`src/rtl/reg_alu_seq.sv`:
```
// Purpose: command-driven sequencer that drives one reg_alu (register file + ALU)
//          through LOAD / ALU / READ / CLEAR control cycles and returns results.
// Latency: accept edge to rsp_valid is LOAD/ALU 3, READ 2, CLEAR NREG+1 cycles.
// Backpressure: a single command is outstanding at a time. cmd_ready is high only in IDLE.
//               RESP holds the response stable until rsp_ready, with no time limit.
//
// Ports:
//   clk, reset (async, active-low)
//   cmd_*      : command port (valid/ready), fields captured at the accept edge
//   rsp_*      : response port (valid/ready), rsp_a/rsp_b data, rsp_cout ALU carry
//   sel, wr, op, rd_addr_a, rd_addr_b, wr_addr, d_in : controls to reg_alu
//   d_out_a, d_out_b, cout                          : combinational results from reg_alu
module reg_alu_seq #(
  parameter int NREG = 8,
  parameter int AW   = 3,
  parameter int DW   = 16
) (
  input  logic          clk,
  input  logic          reset,
  input  logic          cmd_valid,
  output logic          cmd_ready,
  input  logic [1:0]    cmd_type,
  input  logic [1:0]    cmd_op,
  input  logic [AW-1:0] cmd_dst,
  input  logic [AW-1:0] cmd_srca,
  input  logic [AW-1:0] cmd_srcb,
  input  logic [DW-1:0] cmd_imm,
  output logic          rsp_valid,
  input  logic          rsp_ready,
  output logic [DW-1:0] rsp_a,
  output logic [DW-1:0] rsp_b,
  output logic          rsp_cout,
  output logic          sel,
  output logic          wr,
  output logic [1:0]    op,
  output logic [AW-1:0] rd_addr_a,
  output logic [AW-1:0] rd_addr_b,
  output logic [AW-1:0] wr_addr,
  output logic [DW-1:0] d_in,
  input  logic [DW-1:0] d_out_a,
  input  logic [DW-1:0] d_out_b,
  input  logic          cout
);

  typedef enum logic [2:0] {
    S_IDLE,
    S_EXEC,
    S_RDBK,
    S_CLR,
    S_RESP
  } state_t;

  localparam logic [1:0] T_LOAD  = 2'b00;
  localparam logic [1:0] T_ALU   = 2'b01;
  localparam logic [1:0] T_READ  = 2'b10;
  localparam logic [1:0] T_CLEAR = 2'b11;

  state_t        state_q, state_d;
  logic [1:0]    type_q, type_d;
  logic [1:0]    op_q, op_d;
  logic [AW-1:0] dst_q, dst_d;
  logic [AW-1:0] srca_q, srca_d;
  logic [AW-1:0] srcb_q, srcb_d;
  logic [DW-1:0] imm_q, imm_d;
  logic [AW-1:0] cnt_q, cnt_d;
  logic [DW-1:0] rsp_a_q, rsp_a_d;
  logic [DW-1:0] rsp_b_q, rsp_b_d;
  logic          rsp_cout_q, rsp_cout_d;

  always_ff @(posedge clk or negedge reset) begin
    if (!reset) begin
      state_q    <= S_IDLE;
      type_q     <= '0;
      op_q       <= '0;
      dst_q      <= '0;
      srca_q     <= '0;
      srcb_q     <= '0;
      imm_q      <= '0;
      cnt_q      <= '0;
      rsp_a_q    <= '0;
      rsp_b_q    <= '0;
      rsp_cout_q <= 1'b0;
    end else begin
      state_q    <= state_d;
      type_q     <= type_d;
      op_q       <= op_d;
      dst_q      <= dst_d;
      srca_q     <= srca_d;
      srcb_q     <= srcb_d;
      imm_q      <= imm_d;
      cnt_q      <= cnt_d;
      rsp_a_q    <= rsp_a_d;
      rsp_b_q    <= rsp_b_d;
      rsp_cout_q <= rsp_cout_d;
    end
  end

  // Next-state and response capture.
  always_comb begin
    state_d    = state_q;
    type_d     = type_q;
    op_d       = op_q;
    dst_d      = dst_q;
    srca_d     = srca_q;
    srcb_d     = srcb_q;
    imm_d      = imm_q;
    cnt_d      = cnt_q;
    rsp_a_d    = rsp_a_q;
    rsp_b_d    = rsp_b_q;
    rsp_cout_d = rsp_cout_q;

    case (state_q)
      S_IDLE: begin
        if (cmd_valid) begin
          type_d     = cmd_type;
          op_d       = cmd_op;
          dst_d      = cmd_dst;
          srca_d     = cmd_srca;
          srcb_d     = cmd_srcb;
          imm_d      = cmd_imm;
          cnt_d      = '0;
          // Start every command from a zero response so fields a command
          // does not produce (e.g. cout for LOAD) read back as 0.
          rsp_a_d    = '0;
          rsp_b_d    = '0;
          rsp_cout_d = 1'b0;
          state_d    = (cmd_type == T_CLEAR) ? S_CLR : S_EXEC;
        end
      end
      S_EXEC: begin
        if (type_q == T_ALU) begin
          rsp_cout_d = cout;
        end
        if (type_q == T_READ) begin
          rsp_a_d = d_out_a;
          rsp_b_d = d_out_b;
          state_d = S_RESP;
        end else begin
          state_d = S_RDBK;
        end
      end
      S_RDBK: begin
        // The EXEC write has landed, so reading dst returns the new value
        // even when dst aliases a source.
        rsp_a_d = d_out_a;
        rsp_b_d = '0;
        state_d = S_RESP;
      end
      S_CLR: begin
        cnt_d = cnt_q + 1'b1;
        if (cnt_q == AW'(NREG - 1)) begin
          state_d = S_RESP;
        end
      end
      S_RESP: begin
        if (rsp_ready) begin
          state_d = S_IDLE;
        end
      end
      default: state_d = S_IDLE;
    endcase
  end

  // reg_alu control outputs, derived from state and captured command.
  always_comb begin
    cmd_ready = (state_q == S_IDLE);
    rsp_valid = (state_q == S_RESP);
    wr        = 1'b0;
    sel       = 1'b0;
    op        = (type_q == T_ALU) ? op_q : 2'b00;
    rd_addr_a = (state_q == S_RDBK) ? dst_q : srca_q;
    rd_addr_b = srcb_q;
    wr_addr   = (state_q == S_CLR) ? cnt_q : dst_q;
    d_in      = (state_q == S_CLR) ? '0 : imm_q;
    if (state_q == S_EXEC) begin
      wr  = (type_q == T_LOAD) || (type_q == T_ALU);
      sel = (type_q == T_ALU);
    end
    if (state_q == S_CLR) begin
      wr = 1'b1;
    end
  end

  assign rsp_a    = rsp_a_q;
  assign rsp_b    = rsp_b_q;
  assign rsp_cout = rsp_cout_q;

endmodule

```
`config.mk`:
```
export PLATFORM = sky130hd
export DESIGN_NAME = reg_alu_seq
export DESIGN_NICKNAME = d
export VERILOG_FILES = /design/src/rtl/reg_alu_seq.sv
export SDC_FILE = /design/constraint.sdc
export NUM_CORES = 1
export LEC_CHECK = 0
export CORE_MARGIN = 10
export CORE_UTILIZATION = 42
export DETAILED_ROUTE_END_ITERATION = 10
export DONT_BUFFER_PORTS = 1
export HOLD_SLACK_MARGIN = 0.05
export MAX_ROUTING_LAYER = met4
export PLACE_DENSITY = 0.54
export SYNTH_ARGS = -nofsm -noshare
export SYNTH_HDL_FRONTEND = slang
export SYNTH_SLANG_ARGS = --single-unit
```
`constraint.sdc`:
```
create_clock -name clk -period 5 [get_ports clk]
set_input_delay 0.5 -clock clk [delete_from_list [all_inputs] [get_ports clk]]
set_output_delay 0.5 -clock clk [all_outputs]
set_load 0.05 [all_outputs]
```
==> results.md, run 1 <==
* Number of global-route vias before repair at around 1900
* Reg2Reg Depth at 3
* CTS max path bufs at 2
* Unique masters post-synth at 33
* Clk sink count at 68
* Die W at roughly 100 µm
* Via Count at approximately 1700
* CP endpoint kind: output port
* Met1 Wirelength at about 2800 µm
* Period Utilization, post-route at 55.00%
* Critical path type: reg -> out
* CTS tree: built
* H-tree levels at 3
* # diodes at 0
* Die Ht at slightly above 100 µm
* Core footprint at roughly 6500 µm²
* Met3 wire len at ~760 µm
* Met2 routed WL at ~3400 µm
* DRC at 0
* GR Overflow Total at 0
* Max Slew Vio Count at 0
* Post-DP HPWL at ~5200 µm
* Worst hold path depth at 1
* Hold Path End: state_q[2]
* RePlAce Congestion at 0.8420
* Critical path fanouts, max at 27
* Status: completed
* Initial antenna violation count at 0
* Post-synthesis async set-or-reset flop share at 100.0%
* RSZ-0062 raised after global routing: false
* Synthesized netlist cell count at 208
* Crit path largest cell delay at 740 ps
* Ys Warns at 0
* Worst-path clk slew at around 70 ps
* Die area at 10480 µm²
* Vias/cell at a little under 6
* Syn Area/Cell at ~14 µm²
* Layout Area Growth over Synthesis at 12.42%
* Post-Synthesis Net Count at between 200 and 300
* Seq/Total Area, Yosys at 59.68%
* GRT Total Usage at between 10% and 20%
* Post-placement cell area at around 2900 µm²
* Min Hold Slack at roughly 270 ps
* EDFF count, synth at 0
* Flop and latch count out of synthesis at just under 70
* Tmin final at between 2000 and 3000 ps
* Final Setup Violations at 0
* Clock Skew at about 6 ps
* Post-Route WL at 7044 µm
* Post-CTS sizing at 0
* Layout fillers at 550
* Placed cell count at around 270
* CTS Buf Count at 9
* Most common cell after layout, fill and taps aside: dfrtp_1
* Buffers on Ports at 0
* Row cnt at 29
* Worst Path Buf+Inv at 0
* Commonest cells after routing, fill and taps aside: 68 x dfrtp_1, 33 x mux2_2, 32 x a22o_1
* Critical R2R Launch: state_q[1]
* Most used DFF post-synth: dfrtp_1
* Root Buffer: clkbuf_8
* FF-to-FF End: rsp_a[15]
* Crit path required time at roughly 4500 ps
* Achievable frequency at 363.6 MHz
* Largest net degree at the start of global routing at just under 70
* Worst reg2reg setup slack at 2800 ps
* Initial core utilization at 44.15%
* Worst path top cell family by delay: simple AND/OR/NAND/NOR gates
* Share of layout cells above drive strength 1 at 24.77%
* Final Hold Vio Count at 0
* Relative slew slack at 12.73%
* Post-route ant nets at 0
* Global-route wire length before repair at a little over 10000 µm
* Cell Chain, Critical Path: nand3b_1 -> mux2_2
* Startpoint Class: flip-flop
* Slew @ Worst Pin at 1309 ps
* Setup TNS at 0 ps
* TritonRoute pass-1 iters at 4
* IO Pins at 130
* Initial drt markers at 30
* Insertion delay to the later sink of the worst-skew pair at 340 ps
* Max_cap viols at 0
* Nets at 277
* Worst path arrival time at between 2000 and 2500 ps
* Worst Hold Launch: rsp_ready
* DR top layer: met4
* Final std cells w/o fill at approximately 290
* Crit-path slowest cell: nand3b_1
* WL/cell at between 20 and 25 µm
* Worst min path class: in -> reg
* Mapped cell area at between 2000 and 3000 µm²
* Fin area at between 3000 and 4000 µm²
## worst max-delay path by stage
stage	start	end	slack, ps	cells after the start
detailed placement	state_q[2]	wr_addr[2]	2610	2
floorplan	state_q[0]	cmd_ready	2780	2
CTS	state_q[2]	wr_addr[2]	2230	2
global route	state_q[0]	wr_addr[2]	1990	2
global placement	state_q[2]	wr_addr[2]	2720	2
finish	state_q[2]	wr_addr[2]	2250	2
## logic make-up (layout without fill, tap and decap cells)
kind of cell,after synthesis,after routing,synth area share [%]
DFF,68,68,59.68
adders and majority gates,2,2,0.8774
and+or+nand+nor,39,39,8.907
buffers and inverters,18,24,3.422
AOI/OAI and AO/OA,45,45,12.94
muxes,36,36,14.17
## cell usage after synthesis, types with 2 or more instances
| cell type | n | share of area (%) |
|---|---|---|
| a21oi_1 | 2 | 0.35 |
| a22o_1 | 32 | 9.8 |
| and2_1 | 19 | 4.2 |
| buf_2 | 6 | 1.1 |
| buf_6 | 3 | 1.2 |
| clkbuf_1 | 3 | 0.39 |
| dfrtp_1 | 68 | 60 |
| ha_1 | 2 | 0.88 |
| inv_1 | 5 | 0.66 |
| mux2_1 | 2 | 0.79 |
| mux2_2 | 33 | 13 |
| nand2_1 | 3 | 0.39 |
| nand2b_1 | 4 | 0.88 |
| nand3b_1 | 2 | 0.53 |
| nor2_1 | 3 | 0.39 |
| nor3_1 | 2 | 0.35 |
| o22ai_1 | 3 | 0.66 |
## timing repair
action / in CTS / in global routing
hold buffers: 2 / 0
setup buffers: 0 / 0
endpoints found under the hold margin: 68 / 0
## stage by stage
| stage | util [%] | worst slack (ps) |
|---|---|---|
| after floorplan | - | 2776 |
| after global placement | 44.61 | 2721 |
| after detailed placement | 44.61 | 2612 |
| after CTS | 49.63 | 2234 |
| after global routing | 49.63 | 1990 |
| final | 49.63 | 2250 |
## per-layer routing
layer | GRT usage [%] | up-vias
met1 | 14.78 | 854
li1 | - | 753
met4 | 4.772 | 0
met3 | 6.680 | 6
met5 | - | -
met2 | 21.38 | 82
## sequential cells by signal (all words and copies together) (netlist names)
register   flops
state_q        3
cnt_q          3
type_q         2
rd_addr_b      3
dst_q          3
rsp_b         16
op_q           2
imm_q         16
srca_q         3
rsp_a         16
rsp_cout       1
## final cells by class
cell class,instances,area [µm²],share of cell area (%)
Clock inverter,7,162.7,5.074
Inverter,5,18.77,0.5855
Sequential cell,68,1702,53.08
Timing Repair Buffer,3,45.04,1.405
Tap cell,77,96.34,3.005
Multi-Input combinational cell,122,1057,32.98
Clock buffer,9,123.9,3.864
Power of run 1 is not shown: default switching activity piles up to over one toggle a cycle in this logic, so the estimate is an artifact.
==> run 2, diff against run 1 <==
Settings changed: PLACE_DENSITY 0.54 to 0.57.
Clock period 5 ns to 2.3 ns, I/O delays scaled along.
==> run 2 against run 1 <==
Compared with the run above: final cell count rose by 23%; clock skew up 1.7 ps; global-route usage up 2.5 points; critical path type unchanged; largest cell class unchanged.
==> results.md, run 2 (synthesis gave the netlist of run 1 again) <==
* Status: completed (unchanged)
* IO Pins at 130 (unchanged)
* Relative slew slack at 30.26% (was 12.73%)
* Reg2Reg Depth at 3 (unchanged)
* Die area at 10480 µm² (unchanged)
* Critical path fanouts, max at 27 (unchanged)
* Nets at 344 (was 277)
* PwrDens at between 1500 and 2000 nW/µm²
* Startpoint Class: flip-flop (unchanged)
* Tmin final at about 2100 ps
* GR Overflow Total at 0 (unchanged)
* Final Hold Vio Count at 0 (unchanged)
* Critical path type: reg -> out (unchanged)
* Final std cells w/o fill at 359 (was 291)
* CTS max path bufs at 2 (unchanged)
* Post-CTS sizing at 0 (unchanged)
* Setup WS pre-CTS at 309.7 ps (was 2612 ps)
* Max Slew Vio Count at 0 (unchanged)
* CTS Buf Count at 9 (unchanged)
* Initial drt markers at 52 (was 30)
* Final worst slack at 213.1 ps (was 2250 ps)
* Buffers on Ports at 0 (unchanged)
* RePlAce Congestion at 0.7816 (was 0.8420)
* Die W at 102.4 µm (unchanged)
* Largest net degree at the start of global routing at 69 (unchanged)
* Root Buffer: clkbuf_8 (unchanged)
* Setup TNS at 0 ps (unchanged)
* Worst hold path depth at 1 (unchanged)
* DRC at 0 (unchanged)
* Achievable frequency at 479.2 MHz
* GRT Total Usage at 16.16% (was 13.64%)
* Max VDD drop at around 1 mV
* TritonRoute pass-1 iters at 4 (unchanged)
* Max_cap viols at 0 (unchanged)
* Fin util at 58.52% (was 49.63%)
* Die Ht at 102.4 µm (unchanged)
* CTS tree: built (unchanged)
* Worst-path clk slew at 70 ps (about the same)
* Clk sink count at 68 (unchanged)
* Slew @ Worst Pin at 1046 ps (was 1309 ps)
* Post-Route WL at 8043 µm (was 7044 µm)
* Via Count at 2000 (was 1695)
* WL/cell at 22.40 µm (was 24.21 µm)
* Clock Skew at 7.608 ps (was 5.937 ps)
* Period Utilization, post-route at 90.74%
* Worst path arrival time at 1860 ps (was 2250 ps)
* Number of global-route vias before repair at 2272 (was 1861)
* H-tree levels at 3 (unchanged)
* Initial antenna violation count at 1 (was 0)
* CP endpoint kind: output port (unchanged)
* Post-route ant nets at 0 (unchanged)
* Global-route wire length before repair at 12690 µm (was 10380 µm)
* Post-DP HPWL at 5359 µm (was 5246 µm)
* Row cnt at 29 (unchanged)
* RSZ-0062 raised after global routing: false (unchanged)
* Insertion delay to the later sink of the worst-skew pair at 340 ps (about the same)
* Leakage at 1.682 nW
* Placed cell count at 279 (was 273)
* Most common cell after layout, fill and taps aside: dfrtp_1 (unchanged)
* Core footprint at 6459 µm² (unchanged)
* Worst reg2reg setup slack at 260 ps (was 2800 ps)
* Crit path required time at 2070 ps (was 4500 ps)
* Worst min path class: in -> reg (unchanged)
* Share of layout cells above drive strength 1 at 20.64% (was 24.77%)
* Vias/cell at 5.571 (was 5.825)
* Commonest cells after routing, fill and taps aside: 68 x dfrtp_1, 62 x dlygate4sd3_1, 33 x mux2_2 (was 68 x dfrtp_1, 33 x mux2_2, 32 x a22o_1)
* Layout Area Growth over Synthesis at 32.56% (was 12.42%)
* Initial core utilization at 44.15% (unchanged)
* Final Setup Violations at 0 (unchanged)
==> run 2: cell types whose count changed in the layout (fill, tap and decap cells not counted) <==
cell,change
clkbuf_8,+2
dlygate4sd3_1,+61
bufinv_16,-4
clkinv_2,+1
clkbuf_1,+1
diode_2,+1
buf_4,+6
==> run 2: what timing repair did <==
| action | 4_1_cts | 5_1_grt |
|---|---|---|
| endpoints found under the hold margin | 129 | 0 |
| setup buffers | 0 | 0 |
| hold buffers | 63 | 0 |
==> run 2: final timing paths <==
kind                            start         end
min in group asynchronous       reset    dst_q[0]
setup reg to reg            type_q[1]   rsp_a[15]
max in group asynchronous       reset     op_q[1]
setup / recovery           state_q[2]  wr_addr[2]
hold / removal             d_out_b[8]    rsp_b[8]
hold reg to reg             srca_q[1]   srca_q[1]
==> run 2: layout make-up <==
type | count | area, µm²
multi-input combinational | 122 | 1057
antenna | 1 | 2.502
inverter | 5 | 18.77
clock buffer | 12 | 155.1
clock inverter | 4 | 47.55
sequential | 68 | 1702
tap | 77 | 96.34
fill | 527 | 2679
timing repair buffer | 70 | 700.7
==> run 2: critical path: stages (launching register included) <==
cell	delay, ps
dfrtp_1	590
nand3b_1	160
buf_4	260
mux2_2	500
==> run 2: where the power goes <==
| part | leakage (nW) | switching [W] | internal, W |
|---|---|---|---|
| clock network | 0.102 | 0.000442 | 0.000557 |
| logic | 0.712 | 0.00167 | 0.000808 |
| registers | 0.868 | 0.00103 | 0.00164 |
==> run 2: metrics by stage <==
stage	area, µm²	power [W]	hold WS, ps
floorplan	2851	0.004701	-65.59
global route	3780	0.006432	63.04
detailed placement	2927	0.005055	-63.49
CTS	3777	0.006175	54.11
global placement	2927	0.004959	-63.05
finish	3780	0.006148	66.23
==> run 2: layer usage <==
metal | vias up | routed length (µm) | share of wire (%) | GRT usage (%)
met1 | 1004 | 3153 | 39 | 17.92
met5 | - | 0 | 0 | -
li1 | 895 | - | - | -
met4 | 0 | 177 | 2.2 | 7.592
met3 | 15 | 579 | 7.2 | 4.521
met2 | 86 | 4133 | 51 | 26.47
Power figures use the tool's default switching activity.
==> run 3, diff against run 2 <==
Settings changed: RECOVER_POWER set to 25.
==> run 3 against run 2 <==
Compared with the run above: die area unchanged; sequential share of layout area grew 0.27 points; global-route usage unchanged; largest cell class unchanged; non-clock buffer count did not move; critical path type unchanged; first-iteration DRC count decreased by 1.9%; the flow now finishes with violations (max-capacitance violations, max-slew violations); wire length is 0.34% higher.
==> results.md, run 3 (synthesis gave the netlist of run 1 again) <==
* Status: finished with violations (was completed)
* Failing checks: max-capacitance violations, max-slew violations
* CTS max path bufs at 2 (unchanged)
* DRC at 0 (unchanged)
* Cell Chain, Critical Path: nand3b_1 -> buf_4 -> mux2_2 (unchanged)
* CTS tree: built (unchanged)
* Startpoint Class: flip-flop (unchanged)
* Worst path arrival time at 1860 ps (about the same)
* Number of global-route vias before repair at 2272 (unchanged)
* Post-route ant nets at 0 (unchanged)
* Setup TNS at 0 ps (unchanged)
* Insertion delay to the later sink of the worst-skew pair at 340 ps (about the same)
* IO Pins at 130 (unchanged)
* Via Count at 2017 (was 2000)
* Row cnt at 29 (unchanged)
* Clock Skew at 7.270 ps (was 7.608 ps)
* Clk sink count at 68 (unchanged)
* Fin util at 58.18% (was 58.52%)
* Root Buffer: clkbuf_8 (unchanged)
* Post-Route WL at 8070 µm (was 8043 µm)
* Critical path type: reg -> out (unchanged)
* Share of layout cells above drive strength 1 at 20.64% (unchanged)
* Commonest cells after routing, fill and taps aside: 68 x dfrtp_1, 62 x dlygate4sd3_1, 33 x mux2_2 (unchanged)
* Die area at 10480 µm² (unchanged)
* Post-CTS setup buffer count at 0 (unchanged)
* Nets at 344 (unchanged)
* Critical path fanouts, max at 27 (unchanged)
* Layout fillers at 530 (was 527)
* CTS Hold Bufs at 63 (unchanged)
* Core footprint at 6459 µm² (unchanged)
* Initial drt markers at 51 (was 52)
* Period Utilization, post-route at 91.02% (was 90.74%)
* Layout Area Growth over Synthesis at 31.77% (was 32.56%)
* Final Hold Vio Count at 0 (unchanged)
* Leakage at 1.674 nW (was 1.682 nW)
* Post-CTS sizing at 0 (unchanged)
* CTS Buf Count at 9 (unchanged)
* RePlAce Congestion at 0.7816 (unchanged)
* Most common cell after layout, fill and taps aside: dfrtp_1 (unchanged)
* RSZ-0062 raised after global routing: false (unchanged)
* Buffers on Ports at 0 (unchanged)
* CP endpoint kind: output port (unchanged)
* Tmin final at 2093 ps (was 2087 ps)
* Min Hold Slack at 66.30 ps (was 66.23 ps)
* Achievable frequency at 477.7 MHz (was 479.2 MHz)
* Largest net degree at the start of global routing at 69 (unchanged)
* Worst min path class: in -> reg (unchanged)
* Worst-path clk slew at 70 ps (about the same)
* TritonRoute pass-1 iters at 4 (unchanged)
* Crit path required time at 2070 ps (about the same)
* Max Slew Vio Count at 69 (was 0)
* WL/cell at 22.48 µm (was 22.40 µm)
* Global-route wire length before repair at 12690 µm (unchanged)
* GRT Total Usage at 16.16% (unchanged)
* Max_cap viols at 1 (was 0)
* H-tree levels at 3 (unchanged)
* Relative slew slack at -8.461% (was 30.26%)
* Post-placement cell area at 2927 µm² (unchanged)
* Vias/cell at 5.618 (was 5.571)
* PwrDens at 1635 nW/µm² (was 1627 nW/µm²)
* Power Total at 0.006145 W (was 0.006148 W)
* GR Overflow Total at 0 (unchanged)
* Crit path largest cell delay at 590 ps (about the same)
* Slew @ Worst Pin at 1627 ps (was 1046 ps)
* Final Setup Violations at 0 (unchanged)
* Die W at 102.4 µm (unchanged)
* Max VDD drop at 1.001 mV (about the same)
* Fin area at 3757 µm² (was 3780 µm²)
* Initial antenna violation count at 1 (unchanged)
* Post-DP HPWL at 5359 µm (unchanged)
* Initial core utilization at 44.15% (unchanged)
* Die Ht at 102.4 µm (unchanged)
* Crit-path slowest cell: dfrtp_1 (unchanged)
## run 3: layout make-up
class / instances / area, µm² / share of cell area, %
Clock buffer: 12 / 155.1 / 4.129
Tap cell: 77 / 96.34 / 2.564
Timing Repair Buffer: 70 / 678.2 / 18.05
Inverter: 5 / 18.77 / 0.4995
Clock inverter: 4 / 47.55 / 1.265
Sequential cell: 68 / 1702 / 45.29
Multi-Input combinational cell: 122 / 1057 / 28.14
Antenna cell: 1 / 2.502 / 0.06660
## run 3: final timing paths
check | startpoint | endpoint | slack (ps) | cells past startpoint
setup / recovery | state_q[2] | wr_addr[2] | 210 | 3
hold / removal | d_out_b[8] | rsp_b[8] | 70 | 1
setup reg to reg | type_q[1] | rsp_a[15] | 250 | 3
hold reg to reg | srca_q[1] | srca_q[1] | 490 | 1
max in group asynchronous | reset | op_q[1] | 450 | 2
min in group asynchronous | reset | dst_q[1] | 870 | 2
## run 3: power breakdown
part           leakage, nW  internal, W  switching (W)  total (W)
clock                0.102     0.000557       0.000441   0.000998
sequential           0.868      0.00164        0.00103    0.00267
combinational        0.703     0.000804        0.00167    0.00248
## run 3: routing by layer
layer,track usage (%),up-vias,routed length [µm]
met3,4.521,17,612
met1,17.92,1009,3134
met4,7.592,0,182
li1,-,895,-
met2,26.47,96,4140
met5,-,-,0
## run 3: critical path, delay by kind of cell (launching register included)
family                 cells  cell delay, ps
buffers and inverters      1             260
DFF                        1             590
muxes                      1             500
and+or+nand+nor            1             160
## run 3: stage by stage
stage                     setup WS [ps]  instances
after floorplan                   142.8        208
after global placement            434.9        279
after detailed placement          309.7        279
after CTS                         175.9        358
after global routing              70.54        359
final                             206.6        359
==> edit 1 (flow settings as in run 2) <==
Change the parameter `AW` from 3 to 2.
--- a/src/rtl/reg_alu_seq.sv
+++ b/src/rtl/reg_alu_seq.sv
@@ -12,7 +12,7 @@
 //   d_out_a, d_out_b, cout                          : combinational results from reg_alu
 module reg_alu_seq #(
   parameter int NREG = 8,
-  parameter int AW   = 3,
+  parameter int AW   = 2,
   parameter int DW   = 16
 ) (
   input  logic          clk,
Interface: changed (6 resized); port bits go from 130 to 124. The function was not compared with the original's and may differ.
==> edit 1 against run 2 <==
Die area is 5.2% lower; sequential cell count decreased by 4; synthesized area decreased by 6.5%; combinational power shrank 8%; register-to-register slack worse by 97 ps; worst setup slack worse by 50 ps; design area decreased by 5.2%; power is 4.9% lower; cell count is 4.7% lower; sequential power fell by 2%; wire length decreased by 11%; count of clock-buffer cells in the layout is 1 higher; largest power group unchanged.
==> edit 1: results (changes against run 2) <==
FINAL LAYOUT
-------------------------------------------------------------------------------
Non-clock inverter total of the final layout                                  3   was 5
Layout multi-input combinational cell count                                 117   was 122
Clk tree area frac                                                        5.55%   was 5.36%
Fillers                                                                     447   was 527
Total of clock buffers placed in the layout                                  13   was 12
Share of layout cells above drive strength 1                              21.3%   was 20.6%
Share of the final layout cell area in sequential cells                   44.7%   was 45.0%
Portion of the layout cell area used by non-clock buffers                 18.7%   was 18.5%
Bufs w/o clock                                                               67   was 70
# diodes                                                                      0   was 1
Fraction of area in multi-input gates                                     28.1%   was 28.0%

SYNTHESIS
-------------------------------------------------------------------------------
Area fraction in compound gates after synthesis                           13.7%   was 12.9%
Share of synthesized area spent on multiplexers                           12.6%   was 14.2%
Synth top area cells                                               sky130_fd_sc_hd__dfrtp_1, sky130_fd_sc_hd__mux2_2, sky130_fd_sc_hd__a22o_1, sky130_fd_sc_hd__and2_1, sky130_fd_sc_hd__buf_2   was sky130_fd_sc_hd__dfrtp_1, sky130_fd_sc_hd__mux2_2, sky130_fd_sc_hd__a22o_1, sky130_fd_sc_hd__and2_1, sky130_fd_sc_hd__buf_6
Synth Net Count                                                             261   was 276
Post-Synth Adder-Cell Area                                               0.469%   was 0.878%
Sequential element share of the synthesized area                          60.0%   was 59.7%

SETUP PATH
-------------------------------------------------------------------------------
Largest driver fanout on the critical path                                   32   was 27
Arrival time of data at the critical path endpoint                      2330 ps   was 1860 ps
Cell class contributing the biggest share of worst-path delay      compound AO/OA/AOI/OAI gates   was flip-flops
Largest stage delay on the critical path                                 670 ps   was 590 ps

STA
-------------------------------------------------------------------------------
Transition time at the pin with the least slew margin                   1170 ps   was 1050 ps
Clock skew after layout                                                 6.97 ps   was 7.61 ps

DRT
-------------------------------------------------------------------------------
Vias per cell                                                              5.58   was 5.57
Total Routed Length                                                     7.16 mm   was 8.04 mm
Number of DRC markers after the initial detailed-route iteration             98   was 52

GLOBAL ROUTE
-------------------------------------------------------------------------------
Initial antenna violation count                                               0   was 1
Global-route usage over all layers                                        14.2%   was 16.2%
Largest net degree at the start of global routing                            65   was 69

CLOCK TREE
-------------------------------------------------------------------------------
Latest clock arrival within the worst-skew pair                          320 ps   was 340 ps
Clock Sinks                                                                  64   was 68

PWR
-------------------------------------------------------------------------------
Worst VDD drop                                                         0.913 mV   was 1.00 mV
Leakage power                                                        0.00159 µW   was 0.00168 µW

OUTCOME
-------------------------------------------------------------------------------
Outcome                                                            finished, final reports clean   unchanged

PLACEMENT
-------------------------------------------------------------------------------
Global placement routability congestion                                   0.750   was 0.782
DP HPWL                                                                 4.73 mm   was 5.36 mm

edit 1: final timing paths:
path                        endpoint       start  depth (start not counted)  slack [ps]
max                        rsp_a[15]  state_q[1]                          3         160
min                         dst_q[1]  cmd_dst[1]                          1          70
max reg2reg                rsp_a[15]  state_q[1]                          3         160
min reg2reg                imm_q[10]   imm_q[10]                          1         500
max in group asynchronous  rsp_a[10]       reset                          2        1590
min in group asynchronous    op_q[1]       reset                          2         430
edit 1: cell families (layout without fill, tap and decap cells):
kind of cell             after synthesis  after routing
AO/OA/AOI/OAI                         44             44
flip-flops                            64             64
AND/OR/NAND/NOR                       42             42
multiplexers                          30             30
buffers and inverters                 16             86
adder cells (fa/ha/maj)                1              1
edit 1: where the power goes:
part	internal, µW	switching, µW	total [µW]
Sequential	1550	1050	2610
Combinational	780	1510	2290
Clock	557	388	946
edit 1: per-layer routing:
metal  vias to the layer above  track usage (%)  routed length (µm)
met2                       117             22.9                3580
met3                         8             5.54                 731
li1                        857                -                   -
met4                         0             6.39                 109
met1                       927             15.2                2740
met5                         -                -                   0
edit 1: what timing repair did:
item,CTS,global route
hold buffers,60,0
hold endpoints to repair,122,0
setup endpoints to repair,0,0
buffers inserted,0,0
resized for setup,0,0
edit 1: worst register-to-register path, stage by stage, from the launching register on:
cell                      delay, ps
sky130_fd_sc_hd__dfrtp_1        520
sky130_fd_sc_hd__or3b_1         430
sky130_fd_sc_hd__a211o_1        670
sky130_fd_sc_hd__a22o_1         400
edit 1: per-stage QoR:
step	setup WS (ps)	area (µm²)	total power (µW)	util, %	std cells
global route	58.1	3580	6130	59.5	342
finish	163	3580	5850	59.5	342
floorplan	104	2670	4470	-	197
detailed placement	193	2770	4820	45.9	266
global placement	300	2770	4730	45.9	266
CTS	179	3580	5890	59.5	342
==> edit 2 (flow settings as in run 2) <==
Without the edit above. Take the reset off `imm_q` and load it in a clocked block of its own.
--- a/src/rtl/reg_alu_seq.sv
+++ b/src/rtl/reg_alu_seq.sv
@@ -75,7 +75,6 @@
       dst_q      <= '0;
       srca_q     <= '0;
       srcb_q     <= '0;
-      imm_q      <= '0;
       cnt_q      <= '0;
       rsp_a_q    <= '0;
       rsp_b_q    <= '0;
@@ -87,12 +86,15 @@
       dst_q      <= dst_d;
       srca_q     <= srca_d;
       srcb_q     <= srcb_d;
-      imm_q      <= imm_d;
       cnt_q      <= cnt_d;
       rsp_a_q    <= rsp_a_d;
       rsp_b_q    <= rsp_b_d;
       rsp_cout_q <= rsp_cout_d;
     end
+  end
+
+  always_ff @(posedge clk) begin
+    imm_q <= imm_d;
   end
 
   // Next-state and response capture.
Function: changed (a bounded check fails within 4 cycles, from zero or initial values and one cycle with reset low).
==> edit 2 against run 2 <==
Design area fell by 1.8%; power fell by 12%; clock power fell by 2.3%; die area fell by 2.6%; non-clock buffer count rose by 3; combinational power fell by 24%; critical path depth did not move; sequential cell count did not move; critical endpoint is now rd_addr_a[1]; wire length fell by 5.3%; synthesized area fell by 3.3%; worst setup slack improved by 14 ps.
==> edit 2: results (changes against run 2) <==
CLOCK TREE
-------------------------------------------------------------------------------
Latest clock arrival within the worst-skew pair                          330 ps
CTS Buf Count                                                                 9   unchanged
Post-CTS resize count                                                         0   unchanged
Clock slew at reported path FFs                                           70 ps   about the same
Maximum level of the CTS H-tree                                               3   unchanged
Buffer cell driving the clock tree root                            sky130_fd_sc_hd__clkbuf_8   unchanged
Maximum number of buffers from clock root to sink                             2   unchanged

PLACEMENT
-------------------------------------------------------------------------------
Global placement routability congestion                                   0.723   was 0.782
Number of buffers inserted by port buffering                                  0   unchanged
Cell Area, Placed                                                      2850 µm²   was 2930 µm²
DP HPWL                                                                 4.93 mm   was 5.36 mm

FINAL LAYOUT
-------------------------------------------------------------------------------
Fillers                                                                     525   was 527
Layout net count                                                            359   was 344
Share of layout cells above drive strength 1                              10.8%   was 20.6%

GLOBAL ROUTE
-------------------------------------------------------------------------------
Largest net degree at the start of global routing                            53   was 69
Via count of the first global-routing pass                                 2180   was 2272
Global-route usage over all layers                                        15.6%   was 16.2%
Global-route wire length before repair                                  12.0 mm   was 12.7 mm
Initial antenna violation count                                               0   was 1

DRT
-------------------------------------------------------------------------------
Number of DRC markers after the initial detailed-route iteration             56   was 52
Via count                                                                  1928   was 2000
Wire length per cell after detailed routing                             20.4 µm   was 22.4 µm
Drt pass-1 iters                                                              4   unchanged

SETUP PATH
-------------------------------------------------------------------------------
Largest driver fanout on the critical path                                   11   was 27
Arrival time of data at the critical path endpoint                      1840 ps   was 1860 ps

PWR
-------------------------------------------------------------------------------
Net Switching                                                           2680 µW   was 3140 µW
Worst VDD drop                                                         0.901 mV   was 1.00 mV
Leakage power                                                        0.00168 µW   about the same

SYNTHESIS
-------------------------------------------------------------------------------
Synth Net Count                                                             288   was 276
Sequential element share of the synthesized area                          64.6%   was 59.7%
Synth top area cells                                               sky130_fd_sc_hd__dfrtp_1, sky130_fd_sc_hd__edfxtp_1, sky130_fd_sc_hd__a22o_1, sky130_fd_sc_hd__nand2_1, sky130_fd_sc_hd__and2_1   was sky130_fd_sc_hd__dfrtp_1, sky130_fd_sc_hd__mux2_2, sky130_fd_sc_hd__a22o_1, sky130_fd_sc_hd__and2_1, sky130_fd_sc_hd__buf_6
Synth warnings                                                                0   unchanged
Async set or reset register ratio after synthesis                         76.5%   was 100%
Distinct cell type count of the synthesized netlist                          31   was 33
EDFF count, synth                                                            16   was 0
Ys flop type                                                       sky130_fd_sc_hd__dfrtp_1   unchanged
List of most frequent post-synthesis cells                         sky130_fd_sc_hd__dfrtp_1, sky130_fd_sc_hd__nand2_1, sky130_fd_sc_hd__a22o_1   was sky130_fd_sc_hd__dfrtp_1, sky130_fd_sc_hd__mux2_2, sky130_fd_sc_hd__a22o_1

STA
-------------------------------------------------------------------------------
Relative max-transition margin                                            65.6%   was 30.3%
Clock skew after layout                                                 7.65 ps   was 7.61 ps

OUTCOME
-------------------------------------------------------------------------------
Outcome                                                            finished, final reports clean   unchanged

HOLD PATH
-------------------------------------------------------------------------------
Type of the worst min-delay path                                   input port to register   unchanged

## edit 2: changes by cell type in the layout (fill, tap and decap cells not counted), sizes merged, moves of 3 or more
cell,before,now
dfrtp,68,52
edfxtp,0,16
mux2,35,6
nand2,3,41
nand3,1,4
o21ai,1,4
## edit 2: final cells by class
type / instances / area (µm²) / share of cell area, %
sequential: 68 / 1780 / 48.0
multi-input combinational: 134 / 878 / 23.7
timing repair buffer: 73 / 741 / 20.0
clock buffer: 13 / 159 / 4.28
tap: 77 / 96.3 / 2.60
clock inverter: 2 / 35.0 / 0.944
inverter: 5 / 18.8 / 0.506
antenna: 1 / 2.50 / 0.0674
## edit 2: cell families (layout without fill, tap and decap cells)
kind of cell             count (synthesis)  count (layout)  share of synthesized area, %
AO/OA/AOI/OAI                           45              45                          13.5
buffers and inverters                   18              93                          3.72
AND/OR/NAND/NOR                         80              80                          14.4
flip-flops                              68              68                          64.6
adder cells (fa/ha/maj)                  2               2                         0.907
other                                    0               1                             0
multiplexers                             7               7                          2.81
## edit 2: power by group through the flow
stage               registers (µW)  clock network, µW  logic (µW)
CTS                           2570               1000        1890
global placement              2590                  0        1750
global route                  2620               1050        2030
finish                        2570                976        1890
detailed placement            2590                  0        1780
floorplan                     2450                  0        1610
## edit 2: timing repair
action | 4_1_cts | 5_1_grt
buffers inserted | 0 | 0
endpoints found under the setup margin | 0 | 0
hold endpoints to repair | 115 | 0
hold buffers | 65 | 0
## edit 2: path summary, 6_finish.rpt
path	slack, ps	to	cells after the start	from
max in group asynchronous	1640	rsp_b[3]	2	reset
worst min register to register	470	op_q[0]	2	op_q[0]
worst max-delay path	230	rd_addr_a[1]	3	state_q[0]
min in group asynchronous	410	cnt_q[0]	2	reset
worst max register to register	430	rsp_b[11]	3	state_q[1]
worst min-delay path	90	state_q[1]	2	cmd_type[1]
## edit 2: per-stage QoR
step                      std cells  utilization [%]  worst slack [ps]
after floorplan                 220                -               204
after global placement          292             44.8               510
after detailed placement        292             44.8               474
after CTS                       372             58.4               194
after global routing            372             58.4               123
final                           373             58.5               227
## edit 2: layer usage
| metal | part of all wire (%) | global-route usage, % | vias up | wire length [µm] |
|---|---|---|---|---|
| met1 | 40 | 17.6 | 936 | 3030 |
| li1 | - | - | 920 | - |
| met5 | 0 | - | - | 0 |
| met3 | 6.9 | 5.42 | 5 | 526 |
| met2 | 52 | 25.0 | 67 | 3990 |
| met4 | 0.85 | 5.57 | 0 | 65 |
## edit 2: critical path, cell delays in order, from the launching register on
cell and delay, ps:
sky130_fd_sc_hd__dfrtp_1 490, sky130_fd_sc_hd__nand2b_1 210, sky130_fd_sc_hd__nor2_1 290, sky130_fd_sc_hd__mux2_2 510
